[src/rtl/rf_wb_arbiter.sv]
// Register-file write-port arbiter: merges in-order writeback with buffered
// long-latency results and tracks pending long-latency destinations for decode.
module rf_wb_arbiter #(
   parameter int STARVE_LIMIT    = 4,
   parameter int MAX_OUTSTANDING = 2
) (
   input  logic        clk_i,
   input  logic        rst_i,
   input  logic        wb_valid_i,
   input  logic [4:0]  wb_rd_i,
   input  logic [31:0] wb_data_i,
   input  logic        ll_valid_i,
   input  logic [4:0]  ll_rd_i,
   input  logic [31:0] ll_data_i,
   output logic        ll_ready_o,
   input  logic        ll_issue_i,
   input  logic [4:0]  ll_issue_rd_i,
   output logic        issue_ok_o,
   input  logic [4:0]  dec_rs1_i,
   input  logic [4:0]  dec_rs2_i,
   input  logic [4:0]  dec_rd_i,
   output logic        stall_o,
   output logic        bubble_req_o,
   output logic        rf_we_o,
   output logic [4:0]  rf_rd_o,
   output logic [31:0] rf_data_o
);

   logic        buf_valid_reg;
   logic [4:0]  buf_rd_reg;
   logic [31:0] buf_data_reg;
   logic [2:0]  out_cnt_reg;
   logic [3:0]  starve_reg;
   logic [3:0]  starve_next;
   logic        bubble_reg;
   logic        rf_we_reg;
   logic [4:0]  rf_rd_reg;
   logic [31:0] rf_data_reg;
   logic [31:0] busy_reg;

   logic wb_req, buf_win, ll_accept, ll_drop, issue_acc, op_done;

   assign wb_req    = wb_valid_i && (wb_rd_i != 5'd0);
   // The buffer never holds an x0 result, so any valid entry is writable.
   assign buf_win   = buf_valid_reg && !wb_req;
   assign ll_accept = ll_valid_i && !buf_valid_reg;
   assign ll_drop   = ll_accept && (ll_rd_i == 5'd0);
   assign issue_acc = ll_issue_i && issue_ok_o;
   assign op_done   = buf_win || ll_drop;

   assign ll_ready_o   = !buf_valid_reg;
   assign issue_ok_o   = out_cnt_reg < 3'(MAX_OUTSTANDING);
   assign stall_o      = busy_reg[dec_rs1_i] | busy_reg[dec_rs2_i] | busy_reg[dec_rd_i];
   assign bubble_req_o = bubble_reg;
   assign rf_we_o      = rf_we_reg;
   assign rf_rd_o      = rf_rd_reg;
   assign rf_data_o    = rf_data_reg;

   always_ff @(posedge clk_i or posedge rst_i) begin
      if (rst_i) begin
         buf_valid_reg <= 1'b0;
         buf_rd_reg    <= 5'd0;
         buf_data_reg  <= 32'd0;
      end else if (buf_win) begin
         buf_valid_reg <= 1'b0;
      end else if (ll_accept && !ll_drop) begin
         buf_valid_reg <= 1'b1;
         buf_rd_reg    <= ll_rd_i;
         buf_data_reg  <= ll_data_i;
      end
   end

   always_ff @(posedge clk_i or posedge rst_i) begin
      if (rst_i) begin
         out_cnt_reg <= 3'd0;
      end else if (issue_acc && !op_done) begin
         out_cnt_reg <= out_cnt_reg + 3'd1;
      end else if (!issue_acc && op_done) begin
         out_cnt_reg <= out_cnt_reg - 3'd1;
      end
   end

   assign busy_reg[0] = 1'b0;
   generate
      for (genvar gi = 1; gi < 32; gi++) begin : g_busy
         // A new issue to the same register outranks the retiring write.
         always_ff @(posedge clk_i or posedge rst_i) begin
            if (rst_i) begin
               busy_reg[gi] <= 1'b0;
            end else if (issue_acc && (ll_issue_rd_i == 5'(gi))) begin
               busy_reg[gi] <= 1'b1;
            end else if (buf_win && (buf_rd_reg == 5'(gi))) begin
               busy_reg[gi] <= 1'b0;
            end
         end
      end
   endgenerate

   always_comb begin
      starve_next = starve_reg;
      if (!buf_valid_reg || buf_win) begin
         starve_next = 4'd0;
      end else if (starve_reg != 4'hF) begin
         starve_next = starve_reg + 4'd1;
      end
   end

   // Bubble is raised from the next count so it appears exactly
   // STARVE_LIMIT cycles after the buffer fills under constant wb traffic.
   always_ff @(posedge clk_i or posedge rst_i) begin
      if (rst_i) begin
         starve_reg <= 4'd0;
         bubble_reg <= 1'b0;
      end else begin
         starve_reg <= starve_next;
         if (buf_win || !buf_valid_reg) begin
            bubble_reg <= 1'b0;
         end else if (starve_next >= 4'(STARVE_LIMIT)) begin
            bubble_reg <= 1'b1;
         end
      end
   end

   always_ff @(posedge clk_i or posedge rst_i) begin
      if (rst_i) begin
         rf_we_reg   <= 1'b0;
         rf_rd_reg   <= 5'd0;
         rf_data_reg <= 32'd0;
      end else begin
         rf_we_reg <= wb_req || buf_win;
         if (wb_req) begin
            rf_rd_reg   <= wb_rd_i;
            rf_data_reg <= wb_data_i;
         end else if (buf_win) begin
            rf_rd_reg   <= buf_rd_reg;
            rf_data_reg <= buf_data_reg;
         end
      end
   end

endmodule
[config.mk]
export PLATFORM = sky130hd
export DESIGN_NAME = rf_wb_arbiter
export DESIGN_NICKNAME = d
export VERILOG_FILES = /design/src/rtl/rf_wb_arbiter.sv
export SDC_FILE = /design/constraint.sdc
export NUM_CORES = 1
export LEC_CHECK = 0
export ABC_AREA = 1
export ABC_CLOCK_PERIOD_IN_PS = 4900
export CAP_MARGIN = 20
export CORE_MARGIN = 4
export CORE_UTILIZATION = 54
export DETAILED_ROUTE_END_ITERATION = 7
export PLACE_DENSITY = 0.95
export RECOVER_POWER = 50
export SETUP_SLACK_MARGIN = 0.3
export SYNTH_ARGS = -nofsm -noshare
export SYNTH_HDL_FRONTEND = slang
export SYNTH_SLANG_ARGS = --single-unit
export TNS_END_PERCENT = 1
[constraint.sdc]
create_clock -name clk_i -period 4.9 [get_ports clk_i]
set_input_delay 0.49 -clock clk_i [delete_from_list [all_inputs] [get_ports clk_i]]
set_output_delay 0.49 -clock clk_i [all_outputs]
set_load 0.1 [all_outputs]
==> results.py, run 1 <==
metrics = {
    "synth": {
        "yosysTopAreaCell": "dfrtp_1",
        "yosys-top-cells-area": "dfrtp_1, nand2_1, nand3_1, mux2_2, inv_1",
        "netlist_area_um2": 5990,
        "synth.most_common_cell": "nand2_1",
        "synth-edff-count": 0,
        "yosys-top-cells-count": "nand2_1, dfrtp_1, nand3_1",
        "synth_cell_type_count": 27,
        "syn_inst": 779,
        "yosysWarnings": 0,
        "synth.avg_cell_area_um2": 7.69,
        "postSynth.asyncResetShare": 1.00,
        "synth_top_cell_area_share": 0.481,
        "syn_nets": 881,
        "ys.flop_type": "dfrtp_1",
        "yosys_register_bits": 115,
        "yosysSeqAreaShare": 0.481,
    },
    "cells_and_area": {
        "drive_above_1_share": 0.0768,
        "antennaDiodeCount": 0,
        "fin_cells": 1064,
        "nets": 1013,
        "layout-area-overhead-vs-synth_pct": 32.5,
        "fin_util": 0.732,
    },
    "critical_path": {
        "path_max_fanout": 34,
        "crit_type": "in2reg",
        "critPathMostFrequentCell": "nand3_1",
        "r2r-start": "buf_valid_reg",
        "r2r_cells": 4,
        "slowest_delay_ps": 1320,
        "cp_slowest_cell": "clkbuf_1",
        "startpoint_type": "input pin",
        "cp-end-kind": "register",
        "startpoint": "ll_rd_i[3]",
        "r2r_setup_slack_ps": 1770,
        "arrival_ps": 3710,
        "r2r_end": "buf_data_reg[13]",
        "cp_cell_sequence": "dlygate4sd3_1, nor3_1, nand3_1, nand3_1, clkbuf_1, mux2_2",
        "cp.required_ps": 5290,
    },
    "sta": {
        "hold_viol": 0,
        "finalCritPeriodShare": 0.677,
        "timing.setup.tns_ps": 0,
        "period_needed_ps": 3320,
        "worst_pin_slew_ps": 3250,
        "slew_viol_final": 112,
        "layout_setup_ws_ps": 1580,
        "fmax_mhz": 302,
        "final-setup-viol-count": 0,
        "slew_headroom": -1.18,
        "rsz0062_at_grt": "no",
        "fin_skew_ps": 8.22,
    },
    "clocking": {
        "clk_latency_ps": 510,
        "clockBufferDepth": 2,
        "cts_hold_buffers": 0,
        "postCtsSetupBuffers": 0,
        "h-tree-depth": 4,
        "cts_tree": "done",
        "numCtsBuffers": 17,
        "cts_resized": 0,
        "numClockSinks": 115,
        "clk_pin_slew_ps": 60,
        "clock-root-buffer": "clkbuf_8",
    },
    "die": {
        "die_h_um": 113,
        "dieArea_um2": 12800,
        "rows": 38,
        "pin_count": 141,
        "coreArea_um2": 10800,
        "initial_core_util": 0.552,
        "dieWidth_um": 113,
    },
    "global_route": {
        "grtUsageTotal": 0.301,
        "grt_pass1_vias": 6240,
        "grt_pass1_wl_mm": 30.5,
        "grt_max_degree": 77,
        "antenna_found_initial": 0,
        "grt-ovfl-total": 0,
    },
    "power": {
        "total_power_mw": 4.02,
        "p_per_area_nw_per_um2": 507,
        "vdd_drop_max_mv": 0.434,
        "total_leakage_power_nw": 3.71,
    },
    "route": {
        "totalWireLength_mm": 18.9,
        "dr.pass1.iters": 8,
        "drtAntennaViolNets": 0,
        "vias": 6069,
        "vias_per_cell": 5.70,
        "avgRoutedWirePerCell_um": 17.8,
        "drc_errors": 0,
        "drtIter0Drc": 595,
    },
    "worst_hold_path": {
        "hold_start": "rf_data_o[6]",
        "hold_class": "reg2reg",
        "whs_endpoint": "rf_data_o[6]",
        "whs_path_depth": 2,
    },
    "job": {
        "cap_viol_max_count": 2,
    },
    "placement": {
        "portBuffers": 140,
        "dp_slack_ps": 1760,
        "hpwl_mm": 12.7,
        "routabilityCongestion": 0.927,
        "dp_cells": 1031,
    },
    "status": {
        "status": "complete, but fails checks",
        "failed_checks": "capacitance limit, slew limit",
    },
}
[kinds of logic after synthesis]
| logic type | count (synthesis) | share of synthesized area |
|---|---|---|
| AND/OR/NAND/NOR | 450 | 0.308 |
| XOR/XNOR | 2 | 0.00293 |
| buffers and inverters | 109 | 0.0773 |
| multiplexers | 27 | 0.0508 |
| AO/OA/AOI/OAI | 73 | 0.0733 |
| flip-flops | 115 | 0.481 |
| adder cells (fa/ha/maj) | 3 | 0.00752 |
[routing by layer]
layer / GRT usage / vias to the layer above / share of wire
li1: - / 2749 / -
met1: 0.339 / 2861 / 0.36
met2: 0.517 / 365 / 0.49
met3: 0.0818 / 94 / 0.096
met4: 0.167 / 0 / 0.052
met5: 0 / - / 0
[through the flow]
step	hold slack [ps]	cell area [um^2]
4_1_cts	487	7950
5_1_grt	503	7930
2_1_floorplan	447	5990
3_5_place_dp	470	7420
3_3_place_gp	457	7420
6_report	489	7930
[report_power, final]
part           internal (mW)  switching [mW]  total (mW)
Sequential              1.21           0.281        1.49
Combinational          0.439           0.967        1.41
Clock                  0.670           0.455        1.13
[cells in the final DEF (no fill, tap or decap), types with 2 or more instances in the layout]
cell type	count
inv_1	77
clkbuf_1	3
a21oi_1	13
xnor2_1	2
buf_4	3
o21ai_0	28
inv_6	2
o211ai_1	13
clkinvlp_4	4
ha_1	2
dfrtp_1	115
clkbuf_16	16
o21ai_2	8
nand2_1	282
o21ai_1	9
clkdlybuf4s50_1	136
clkinv_2	5
nand3_1	104
nor2_1	58
dlygate4sd3_1	3
mux2_2	26
[area by class of cell]
cell class	count	area, um^2
fill	757	2910
sequential	115	2880
multi-input combinational	555	2630
timing repair buffer	143	1420
clock buffer	19	422
inverter	79	298
tap	140	175
clock inverter	13	111
[worst max-delay path: cells and delay by family]
| kind | cells | cell delay, ps |
|---|---|---|
| and+or+nand+nor | 3 | 830 |
| muxes | 1 | 460 |
| buffers and inverters | 2 | 1890 |
[how the worst max path moves through the flow]
stage                  endpoint  cells past startpoint
5_1_grt             busy_reg[2]                      3
3_5_place_dp            stall_o                     10
2_1_floorplan      bubble_req_o                      1
3_3_place_gp            stall_o                     10
4_1_cts                 stall_o                     10
6_report       buf_data_reg[13]                      6
Note: power is estimated with default switching activity, not from simulation.
==> inputs of run 2 (changes only) <==
--- a/config.mk
+++ b/config.mk
@@ -6,12 +6,12 @@
 export NUM_CORES = 1
 export LEC_CHECK = 0
 export ABC_AREA = 1
-export ABC_CLOCK_PERIOD_IN_PS = 4900
+export ABC_CLOCK_PERIOD_IN_PS = 2650
 export CAP_MARGIN = 20
 export CORE_MARGIN = 4
-export CORE_UTILIZATION = 54
+export CORE_UTILIZATION = 46
 export DETAILED_ROUTE_END_ITERATION = 7
-export PLACE_DENSITY = 0.95
+export PLACE_DENSITY = 0.87
 export RECOVER_POWER = 50
 export SETUP_SLACK_MARGIN = 0.3
 export SYNTH_ARGS = -nofsm -noshare
==> constraint.sdc (replaced) <==
create_clock -name clk_i -period 2.65 [get_ports clk_i]
set_input_delay 0.265 -clock clk_i [delete_from_list [all_inputs] [get_ports clk_i]]
set_output_delay 0.265 -clock clk_i [all_outputs]
set_load 0.1 [all_outputs]
==> run 2 against run 1 <==
The flow still finishes with violations (capacitance limit, slew limit). Routed wire length is 4.0% lower. Clock skew is 1.6 ps lower. Cell area is 0.90% higher. Largest power group unchanged. Sequential cell count stayed put. Combinational power is 79% higher. Critical endpoint is now stall_o. Clock-buffer cell count stayed put. Final cell count is 4.0% higher.
==> results.py, run 2 (synthesis gave the netlist of run 1 again) <==
metrics = {
    "status": {
        "status": "complete, but fails checks",
        "failed_checks": "capacitance limit, slew limit",
    },
    "clocking": {
        "cts_hold_buffers": 0,
        "h-tree-depth": 4,
        "cts_tree": "done",
        "clockBufferDepth": 2,
        "clk_pin_slew_ps": 60,
        "numCtsBuffers": 17,
        "numClockSinks": 115,
        "clk_latency_ps": 410,
        "clock-root-buffer": "clkbuf_16",
        "postCtsSetupBuffers": 0,
    },
    "sta": {
        "rsz0062_at_grt": "no",
        "period_needed_ps": 2210,
        "worst_pin_slew_ps": 1540,
        "final-setup-viol-count": 0,
        "hold_slack_ps": 418,
        "slew_headroom": -0.0274,
        "slew_viol_final": 116,
        "hold_viol": 0,
        "fmax_mhz": 452,
        "layout_setup_ws_ps": 436,
        "timing.setup.tns_ps": 0,
        "fin_skew_ps": 6.61,
        "finalCritPeriodShare": 0.836,
    },
    "power": {
        "power.internal_mw": 4.44,
        "clockPowerShare": 0.304,
        "p_sw_mw": 3.14,
        "total_leakage_power_nw": 3.82,
        "switching_share": 0.414,
        "p_per_area_nw_per_um2": 947,
        "vdd_drop_max_mv": 0.542,
        "combPwrFrac": 0.333,
        "seq_power_share": 0.363,
    },
    "critical_path": {
        "crit_type": "in2out",
        "path_max_fanout": 10,
        "arrival_ps": 1950,
        "r2r_cells": 9,
        "cp-end-kind": "output pin",
        "r2r_setup_slack_ps": 640,
        "r2r_end": "out_cnt_reg[2]",
        "startpoint_type": "input pin",
        "r2r-start": "out_cnt_reg[1]",
        "cp.required_ps": 2380,
    },
    "global_route": {
        "antenna_found_initial": 0,
        "grt_max_degree": 116,
        "grtUsageTotal": 0.254,
        "grt_pass1_wl_mm": 29.5,
        "grt-ovfl-total": 0,
        "grt_pass1_vias": 5784,
    },
    "route": {
        "vias": 5908,
        "totalWireLength_mm": 18.2,
        "avgRoutedWirePerCell_um": 16.4,
        "vias_per_cell": 5.34,
        "drtIter0Drc": 495,
        "dr.pass1.iters": 5,
        "drc_errors": 0,
        "drtAntennaViolNets": 0,
    },
    "die": {
        "dieArea_um2": 14900,
        "initial_core_util": 0.473,
        "coreArea_um2": 12700,
        "rows": 41,
        "dieWidth_um": 122,
        "pin_count": 141,
        "die_h_um": 122,
    },
    "placement": {
        "routabilityCongestion": 0.935,
        "hpwl_mm": 13.0,
        "dp_cells": 1075,
        "portBuffers": 140,
        "dp_slack_ps": 297,
    },
    "worst_hold_path": {
        "hold_class": "in2reg",
        "hold_start": "wb_data_i[14]",
        "whs_path_depth": 3,
        "whs_endpoint": "rf_data_o[14]",
    },
    "cells_and_area": {
        "antennaDiodeCount": 0,
        "fin_util": 0.632,
        "final_cell_mix": "nand2_1, dfrtp_1, nand3_1, clkdlybuf4s50_1, inv_1",
        "multi_input_area_um2": 2650,
        "drive_above_1_share": 0.127,
        "fin_cells": 1107,
        "layout-area-overhead-vs-synth_pct": 33.7,
        "seq_area_um2": 2880,
        "nets": 1024,
        "nFillCells": 1033,
        "layout_commonest_cell": "nand2_1",
    },
    "job": {
        "cap_viol_max_count": 1,
    },
}
-- run 2: changes by cell type in the layout (fill, tap and decap cells not counted), sizes merged --
cell,change
buf,+38
clkinvlp,-1
clkdlybuf4s50,-41
inv,+2
dlymetal6s2s,+1
dlygate4sd3,-1
bufinv,+1
clkbuf,+14
clkinv,-2
-- run 2: how the worst max path moves through the flow --
stage,cells after the start,end,start
after floorplan,9,out_cnt_reg[2],out_cnt_reg[1]
after global placement,13,out_cnt_reg[2],wb_rd_i[1]
after detailed placement,13,out_cnt_reg[2],wb_rd_i[1]
after CTS,10,stall_o,dec_rd_i[1]
after global routing,10,stall_o,dec_rd_i[1]
final,10,stall_o,dec_rd_i[1]
-- run 2: per-stage QoR --
stage / cell area, um^2 / power (mW)
6_report: 8010 / 7.58
3_5_place_dp: 7480 / 5.31
5_1_grt: 8010 / 7.94
4_1_cts: 8090 / 7.61
3_3_place_gp: 7480 / 5.23
2_1_floorplan: 5990 / 4.44
-- run 2: area by class of cell --
class,instances,share of cell area
clock buffers,19,0.0566
multi-input cells,555,0.330
repair buffers,154,0.171
flip-flops and latches,115,0.359
well taps,172,0.0269
clock inverters,13,0.0186
inverters,79,0.0375
-- run 2: repair_timing --
| action | 4_1_cts | 5_1_grt |
|---|---|---|
| resized for setup | 0 | 1 |
| hold endpoints to repair | 0 | 0 |
| endpoints found under the setup margin | 0 | 1 |
-- run 2: metal layers --
layer	vias to the layer above	share of wire	global-route usage
li1	2771	-	-
met1	2806	0.39	0.324
met2	288	0.49	0.414
met3	43	0.094	0.0766
met4	0	0.025	0.0882
met5	-	0	0
-- run 2: power groups by stage --
| stage | clock network [mW] | logic, mW | registers [mW] |
|---|---|---|---|
| after global routing | 2.41 | 2.73 | 2.80 |
| after floorplan | 0 | 1.15 | 3.29 |
| after global placement | 0 | 2.50 | 2.73 |
| after CTS | 2.31 | 2.57 | 2.73 |
| final | 2.31 | 2.52 | 2.75 |
| after detailed placement | 0 | 2.56 | 2.75 |
-- run 2: worst max-delay path: stages --
cell and delay, ps:
clkdlybuf4s50_1 710, inv_1 140, nor2_1 110, o21ai_0 90, nand3_1 80, nand3_1 80
nand3_1 70, nand2_1 80, nand3_1 120, buf_12 180
==> inputs of run 3 (changes only) <==
--- a/config.mk
+++ b/config.mk
@@ -6,7 +6,7 @@
 export NUM_CORES = 1
 export LEC_CHECK = 0
 export ABC_AREA = 1
-export ABC_CLOCK_PERIOD_IN_PS = 2650
+export ABC_CLOCK_PERIOD_IN_PS = 1800
 export CAP_MARGIN = 20
 export CORE_MARGIN = 4
 export CORE_UTILIZATION = 46
==> constraint.sdc (replaced) <==
create_clock -name clk_i -period 1.8 [get_ports clk_i]
set_input_delay 0.18 -clock clk_i [delete_from_list [all_inputs] [get_ports clk_i]]
set_output_delay 0.18 -clock clk_i [all_outputs]
set_load 0.1 [all_outputs]
==> run 3 against run 2 <==
Total power rose by 51%. Largest power group unchanged. Largest cell class unchanged. Clock skew rose by 0.50 ps. Clock-buffer cell count fell by 2. Final cell count rose by 2.9%. The run ends with setup timing left. Sequential cell count did not move. Highest routed layer unchanged. Via count rose by 1.7%. Hold slack got worse by 88 ps. Sequential power rose by 49%. First-iteration DRC count rose by 3.4%. Utilization rose by 3.6 points.
==> results.py, run 3 (synthesis gave the netlist of run 1 again) <==
metrics = {
    "sta": {
        "final-setup-viol-count": 3,
        "period_needed_ps": 1860,
        "finalCritPeriodShare": 1.03,
        "rsz0062_at_grt": "yes",
        "layout_setup_ws_ps": -62.0,
        "worst_pin_slew_ps": 1060,
        "fin_skew_ps": 7.11,
        "fmax_mhz": 537,
        "slew_viol_final": 0,
        "slew_headroom": 0.291,
        "hold_viol": 0,
    },
    "route": {
        "dr.pass1.iters": 5,
        "vias": 6009,
        "drc_errors": 0,
        "avgRoutedWirePerCell_um": 16.7,
        "totalWireLength_mm": 19.0,
        "vias_per_cell": 5.28,
        "drtAntennaViolNets": 0,
        "drtIter0Drc": 512,
    },
    "cells_and_area": {
        "fin_util": 0.668,
        "layout_commonest_cell": "nand2_1",
        "layout-area-overhead-vs-synth_pct": 41.2,
        "nets": 1056,
        "final_cell_mix": "nand2_1, dfrtp_1, nand3_1, clkdlybuf4s50_1, inv_1",
        "antennaDiodeCount": 0,
        "drive_above_1_share": 0.208,
    },
    "global_route": {
        "grt_max_degree": 78,
        "grt_pass1_wl_mm": 30.3,
        "grt_pass1_vias": 6097,
        "grt-ovfl-total": 0,
        "antenna_found_initial": 0,
        "grtUsageTotal": 0.263,
    },
    "status": {
        "failed_checks": "setup timing",
        "status": "complete, but fails checks",
    },
    "clocking": {
        "numClockSinks": 115,
        "cts_tree": "done",
        "clk_pin_slew_ps": 60,
        "numCtsBuffers": 17,
        "clockBufferDepth": 2,
        "cts_hold_buffers": 0,
        "clock-root-buffer": "clkbuf_16",
        "h-tree-depth": 4,
        "clk_latency_ps": 410,
    },
    "worst_hold_path": {
        "hold_class": "in2reg",
    },
    "critical_path": {
        "path_max_fanout": 3,
        "slowest_delay_ps": 400,
        "cp_slowest_cell": "dfrtp_1",
        "arrival_ps": 1680,
        "cp-end-kind": "output pin",
        "cp_cell_sequence": "inv_2, nand2_1, o211ai_1, nand2_1, nand3_1, nand3b_1, nand2_2, nand3_2, buf_12",
        "critPathMostFrequentCell": "nand2_1",
        "cp.required_ps": 1620,
        "startpoint_type": "register",
        "crit_type": "reg2out",
    },
    "placement": {
        "routabilityCongestion": 0.975,
        "hpwl_mm": 13.2,
        "portBuffers": 140,
        "dp_slack_ps": -520,
    },
    "die": {
        "dieArea_um2": 14900,
        "rows": 41,
        "initial_core_util": 0.473,
        "dieWidth_um": 122,
        "pin_count": 141,
        "die_h_um": 122,
        "coreArea_um2": 12700,
    },
    "job": {
        "cap_viol_max_count": 0,
    },
    "power": {
        "vdd_drop_max_mv": 0.905,
        "total_leakage_power_nw": 4.01,
        "p_per_area_nw_per_um2": 1350,
    },
}
run 3: cell types whose count changed in the layout (fill, tap and decap cells not counted), moves of 6 or more:
cell,previous run,this run
dfrtp_1,115,103
o21ai_0,26,18
clkbuf_1,13,0
o21ai_1,9,16
dfrtp_2,0,12
buf_12,1,9
buf_4,40,56
inv_1,76,65
clkbuf_2,1,15
inv_2,2,10
clkinvlp_4,4,10
run 3: area by class of cell:
type | count | area, um^2
tap | 172 | 215
clock inverter | 15 | 146
clock buffer | 17 | 425
inverter | 79 | 312
timing repair buffer | 184 | 1750
timing repair inverter | 2 | 15.0
fill | 956 | 4210
multi-input combinational | 555 | 2710
sequential | 115 | 2890
run 3: metrics by stage:
step                      power [mW]  hold WS [ps]  std cells  setup TNS (ps)  instance area, um^2
final                           11.4           331       1139            -130                 8460
after CTS                       11.3           284       1133           -77.0                 8390
after floorplan                 6.56           313        779           -1890                 6010
after global placement          7.89           458       1100           -4660                 7770
after global routing            12.0           344       1139            -428                 8460
after detailed placement        8.00           472       1100           -8740                 7770
run 3: power by group:
| part | leakage [nW] | switching [mW] | total [mW] | internal, mW |
|---|---|---|---|---|
| Sequential | 1.39 | 0.791 | 4.10 | 3.31 |
| Combinational | 2.35 | 2.69 | 4.07 | 1.38 |
| Clock | 0.270 | 1.33 | 3.26 | 1.93 |
run 3: worst max-delay path, delay by kind of cell (launching register included):
| kind | cells | cell delay, ps |
|---|---|---|
| and+or+nand+nor | 6 | 490 |
| DFF | 1 | 400 |
| buffers and inverters | 2 | 290 |
| AOI/OAI and AO/OA | 1 | 80 |
run 3: final timing paths:
| kind | from | end | slack, ps | depth (start not counted) |
|---|---|---|---|---|
| worst max-delay path | busy_reg[5] | stall_o | -60 | 9 |
| worst min-delay path | wb_data_i[4] | rf_data_o[4] | 330 | 3 |
| worst max register to register | buf_valid_reg | out_cnt_reg[1] | -40 | 8 |
| worst min register to register | buf_data_reg[1] | rf_data_o[1] | 470 | 2 |
| max in group asynchronous | rst_i | busy_reg[16] | 380 | 3 |
| min in group asynchronous | rst_i | rf_data_o[17] | 570 | 3 |
run 3: timing repair:
item / in CTS / in global routing
endpoints found under the setup margin: 52 / 63
cloned: 1 / 2
gates resized for setup: 21 / 36
setup buffers: 0 / 4
pin swaps: 3 / 10
run 3: routing by layer:
layer,wire length (um),global-route usage
met5,0,0
met4,664,0.108
met3,1560,0.0808
met2,9500,0.442
met1,7270,0.315
